`src/rtl/polybius_pkg.sv`:
```
// Shared types, ASCII constants and the code-split helper for the Polybius
// digit serializer.
package polybius_pkg;

    typedef enum logic [2:0] {
        ST_IDLE,
        ST_TENS,
        ST_ONES,
        ST_SEP,
        ST_CR,
        ST_LF
    } state_t;

    localparam logic [7:0] ASCII_ZERO = 8'h30;
    localparam logic [7:0] ASCII_SP   = 8'h20;
    localparam logic [7:0] ASCII_CR   = 8'h0D;
    localparam logic [7:0] ASCII_LF   = 8'h0A;
    localparam logic [7:0] ASCII_HASH = 8'h23;

    typedef struct packed {
        logic       err;
        logic [2:0] tens;
        logic [2:0] ones;
    } code_split_t;

    // Divider-free split: match the code against each of the five valid rows.
    function automatic code_split_t split_code(input logic [7:0] code);
        code_split_t res;
        logic [7:0]  base;
        logic [7:0]  diff;
        res = '{err: 1'b1, tens: '0, ones: '0};
        for (int unsigned t = 1; t <= 5; t++) begin
            base = 8'(t * 10);
            diff = code - base;
            if (code > base && diff <= 8'd5) begin
                res.err  = 1'b0;
                res.tens = 3'(t);
                res.ones = diff[2:0];
            end
        end
        return res;
    endfunction

endpackage

```
`src/rtl/polybius_code_decode.sv`:
```
// Combinational split of a Polybius code into its row/column digits plus an
// invalid-code flag.
module polybius_code_decode
    import polybius_pkg::*;
(
    input  logic [7:0] code_i,
    output logic [2:0] tens_o,
    output logic [2:0] ones_o,
    output logic       err_o
);

    code_split_t split;

    always_comb begin
        split  = split_code(code_i);
        tens_o = split.tens;
        ones_o = split.ones;
        err_o  = split.err;
    end

endmodule

```
`src/rtl/polybius_digit_serializer.sv`:
```
// Streams each accepted Polybius code as two ASCII digits followed by a space,
// or CR LF after the last code of a message; counts accepted and invalid codes.
module polybius_digit_serializer
    import polybius_pkg::*;
#(
    parameter logic [7:0]  SEP_CHAR = ASCII_SP,
    parameter logic [7:0]  ERR_CHAR = ASCII_HASH,
    parameter int unsigned CNT_W    = 16
) (
    input  logic             clk,
    input  logic             rst,
    input  logic [7:0]       in_code,
    input  logic             in_last,
    input  logic             in_valid,
    output logic             in_ready,
    output logic [7:0]       out_char,
    output logic             out_valid,
    input  logic             out_ready,
    output logic             out_last,
    output logic [CNT_W-1:0] char_count,
    output logic [CNT_W-1:0] err_count
);

    state_t             state_q, state_d;
    logic [2:0]         tens_q, ones_q;
    logic               err_q, last_q;
    logic [CNT_W-1:0]   char_cnt_q, err_cnt_q;

    logic [2:0]         dec_tens, dec_ones;
    logic               dec_err;
    logic               accept, out_hs;

    polybius_code_decode u_decode (
        .code_i (in_code),
        .tens_o (dec_tens),
        .ones_o (dec_ones),
        .err_o  (dec_err)
    );

    assign accept = in_valid && (state_q == ST_IDLE);
    assign out_hs = out_ready && (state_q != ST_IDLE);

    always_ff @(posedge clk) begin
        if (rst) begin
            state_q <= ST_IDLE;
        end else begin
            state_q <= state_d;
        end
    end

    always_comb begin
        state_d = state_q;
        case (state_q)
            ST_IDLE: if (accept) state_d = ST_TENS;
            ST_TENS: if (out_hs) state_d = ST_ONES;
            ST_ONES: if (out_hs) state_d = last_q ? ST_CR : ST_SEP;
            ST_SEP:  if (out_hs) state_d = ST_IDLE;
            ST_CR:   if (out_hs) state_d = ST_LF;
            ST_LF:   if (out_hs) state_d = ST_IDLE;
            default: state_d = ST_IDLE;
        endcase
    end

    // Outputs decode only registered state and the held code, so they stay
    // stable for as long as the sink stalls.
    always_comb begin
        in_ready  = (state_q == ST_IDLE);
        out_valid = (state_q != ST_IDLE);
        out_last  = (state_q == ST_LF);
        out_char  = '0;
        case (state_q)
            ST_TENS: out_char = err_q ? ERR_CHAR : ASCII_ZERO + {5'b0, tens_q};
            ST_ONES: out_char = err_q ? ERR_CHAR : ASCII_ZERO + {5'b0, ones_q};
            ST_SEP:  out_char = SEP_CHAR;
            ST_CR:   out_char = ASCII_CR;
            ST_LF:   out_char = ASCII_LF;
            default: out_char = '0;
        endcase
    end

    always_ff @(posedge clk) begin
        if (rst) begin
            tens_q <= '0;
            ones_q <= '0;
            err_q  <= 1'b0;
            last_q <= 1'b0;
        end else if (accept) begin
            tens_q <= dec_tens;
            ones_q <= dec_ones;
            err_q  <= dec_err;
            last_q <= in_last;
        end
    end

    always_ff @(posedge clk) begin
        if (rst) begin
            char_cnt_q <= '0;
            err_cnt_q  <= '0;
        end else if (accept) begin
            if (char_cnt_q != '1) char_cnt_q <= char_cnt_q + 1'b1;
            if (dec_err && err_cnt_q != '1) err_cnt_q <= err_cnt_q + 1'b1;
        end
    end

    assign char_count = char_cnt_q;
    assign err_count  = err_cnt_q;

endmodule

```
`config.mk`:
```
export PLATFORM = sky130hd
export DESIGN_NAME = polybius_digit_serializer
export DESIGN_NICKNAME = d
export VERILOG_FILES = /design/src/rtl/polybius_pkg.sv /design/src/rtl/polybius_code_decode.sv /design/src/rtl/polybius_digit_serializer.sv
export SDC_FILE = /design/constraint.sdc
export NUM_CORES = 1
export LEC_CHECK = 0
export CORE_MARGIN = 2
export CORE_UTILIZATION = 52
export DETAILED_ROUTE_END_ITERATION = 7
export PLACE_DENSITY = 0.8
export SYNTH_ARGS = -nofsm -noshare
export SYNTH_HDL_FRONTEND = slang
export SYNTH_SLANG_ARGS = --single-unit
```
`constraint.sdc`:
```
create_clock -name clk -period 3.7 [get_ports clk]
set_input_delay 0.74 -clock clk [delete_from_list [all_inputs] [get_ports clk]]
set_output_delay 0.74 -clock clk [all_outputs]
set_load 0.005 [all_outputs]
```
==> flow_summary.toml <==
[power]
leakage_nw = 1.37
powerDensity_nw_per_um2 = 308
vdd.ir_drop.worst_mv = 0.225

[sta]
report.final.hold_viol_count = 0
fin_crit_ns = 3.47
setup_slack_ns = 0.227
clock_skew_ns = 0.00653
whs_ns = 0.476
fin_crit_sh_pct = 93.9
fmax_ghz = 0.288
setup_viol = 0
finalMaxSlewViolations = 0
relSlewSlack_pct = 36.5
worst_pin_slew_ns = 0.944
grt_setup_unrepaired = "false"

[logic_synthesis]
syn_inst = 362
synth-async-reset-ratio_pct = 0
synth_edf_count = 0
ys.warnings.count = 0
synth-main-ff-cell = "dfxtp_1"
synthDistinctLibCells = 61
syn_area_um2 = 2840
ys_seq_elements = 43
syn_avg_cell_area_um2 = 7.84
ys_seq_area_share_pct = 30.3

[critical_path]
cp-startpoint = "in_code[2]"
critPathKind = "primary input to flop"
end_kind = "flop"
r2r-start = "state_q[1]"
critical_path_required_ns = 3.93
crit_fanout = 5
critPathLaunchType = "primary input"
cp_data_arrival_time_ns = 3.70

[clock_network]
htreeDepth = 2
cts_setup_buffers = 0
clock-root-buffer = "clkbuf_8"
clockBufferDepth = 2
clkTransAtPathRegs_ns = 0.08
cts_tree = "built"
clk_latency_ns = 0.30
ctsHoldBuffers = 0
cts_buffers = 5
ctsResizeCount = 0
cts.sinks = 43

[place]
io_buffers = 53
gp_congestion = 0.869
dp_hpwl_um = 5220
dpl_cell_area_um2 = 3570
dp_slack_ns = -0.0831

[routing]
drt_iter0_drc = 146
post_drt_wl_per_cell_um = 14.2
via_per_inst = 5.75
route.detailed.drc = 0
ant_nets = 0
dr.pass1.iters = 4
wirelength_um = 7100
route.vias.total = 2885

[final_layout]
drive_above_1_share_pct = 10.9
area_delta_synth_final_pct = 30.5
num_antenna_cells = 0
nFillCells = 423
final_area_um2 = 3700
utilization_pct = 71.6
nNetsFinal = 459

[grt]
antenna_found_initial = 0
grt_overflow_total = 0
grt_use_total_pct = 24.5
grt_pass1_vias = 2653
grt_pass1_wl_um = 12100
grt_max_degree = 49

[min_path]
hp-start = "tens_q[1]"
hold_class = "flop to flop"

[floorplan]
fp-row-count = 26
ios = 56
start_util_pct = 54.8
die_w_um = 77.9
core_um2 = 5170
die_area_um2 = 6060
die_h_um = 77.9

[outcome]
status = "finished, final reports clean"

[run]
drv_cap = 0
-- worst max-delay path, stage by stage --
cell             delay (ns)
clkdlybuf4s50_1        0.42
inv_1                  0.17
ha_1                   0.21
or3b_1                 0.37
a211oi_2               0.22
nor4_1                 0.10
nand3b_4               0.16
buf_4                  0.15
nor4_1                 0.80
nand3_1                0.16
a21oi_1                0.19
-- cell usage after synthesis (3+ instances only) --
library cell | count | area [um2]
a21oi_1 | 33 | 165
a31oi_1 | 3 | 18.8
and2_1 | 5 | 31.3
and3_1 | 4 | 25.0
buf_1 | 3 | 11.3
buf_2 | 5 | 25.0
clkbuf_1 | 7 | 26.3
dfxtp_1 | 43 | 861
ha_1 | 15 | 188
inv_1 | 14 | 52.6
mux2_2 | 5 | 56.3
mux2i_1 | 4 | 40.0
nand2_1 | 26 | 97.6
nand2b_1 | 7 | 43.8
nand3_1 | 12 | 60.1
nand3b_1 | 3 | 22.5
nand4_1 | 7 | 43.8
nor2_1 | 48 | 180
nor2b_1 | 11 | 68.8
nor3_1 | 7 | 35.0
nor4_1 | 7 | 43.8
o21ai_0 | 13 | 65.1
o31ai_1 | 6 | 45.0
or3_1 | 7 | 43.8
or4_1 | 4 | 30.0
xnor2_1 | 12 | 105
xor2_1 | 4 | 35.0
-- power breakdown --
group / switching (mW) / total, mW / internal (mW) / leakage, nW
registers: 0.0204 / 0.497 / 0.476 / 0.348
logic: 0.105 / 0.211 / 0.105 / 0.960
clock network: 0.163 / 0.433 / 0.270 / 0.0654
total: 0.289 / 1.14 / 0.852 / 1.37
-- cells by family after synthesis --
| logic type | share of synthesized area (%) |
|---|---|
| simple gates | 30.5 |
| compound gates | 19.5 |
| flops | 30.3 |
| buf+inv | 4.59 |
| xor+xnor | 4.94 |
| fa+ha+maj | 6.62 |
| mux | 3.40 |
| other cells | 0.132 |
-- metal layers --
layer	track usage, %	vias up	share of wire [%]
li1	-	1437	-
met1	29.8	1368	43
met2	43.8	70	50
met3	4.07	10	4.9
met4	7.86	0	1.5
met5	0	-	0
-- path summary, 6_finish.rpt --
| check | to | slack [ns] | depth (start not counted) |
|---|---|---|---|
| hold / removal | tens_q[1] | 0.48 | 2 |
| setup / recovery | err_count[7] | 0.23 | 11 |
| hold reg to reg | tens_q[1] | 0.48 | 2 |
| setup reg to reg | err_count[7] | 1.11 | 6 |
-- per-stage QoR --
stage               TNS (ns)  std cells  power [mW]
finish                     0        502        1.14
global route               0        502        1.19
CTS                        0        502        1.14
detailed placement    -0.390        494       0.716
global placement           0        494       0.710
floorplan                  0        363       0.624
-- final cells by class --
type | count | area [um2] | area share, %
Clock buffer | 6 | 72.6 | 1.96
Clock inverter | 2 | 60.1 | 1.62
Inverter | 14 | 52.6 | 1.42
Multi-Input combinational cell | 289 | 1850 | 50.0
Sequential cell | 43 | 861 | 23.3
Tap cell | 70 | 87.6 | 2.37
Timing Repair Buffer | 78 | 718 | 19.4
-- layout by cell type, fill, tap and decap left out, drive strengths merged, types with 4 or more instances in the layout --
cell           Yosys  final
clkdlybuf4s50      0     53
nor2              48     48
dfxtp             43     43
a21oi             33     33
nand2             26     26
buf               10     25
ha                15     15
inv               14     14
o21ai             13     13
xnor2             12     12
nand3             12     12
nor2b             11     11
nor3               8      8
nand2b             7      7
nor4               7      7
or3                7      7
nand4              7      7
o31ai              6      6
clkbuf             7      6
and2               5      5
mux2               5      5
mux2i              4      4
or4                4      4
xor2               4      4
and3               4      4
nand3b             4      4
-- state kept, by name, summed over array words and instances, names as in the netlist --
signal and cells:
err_q 1, tens_q 3, last_q 1, ones_q 3, err_count 16, state_q 3, char_count 16
(Power assumes the default switching activity.)
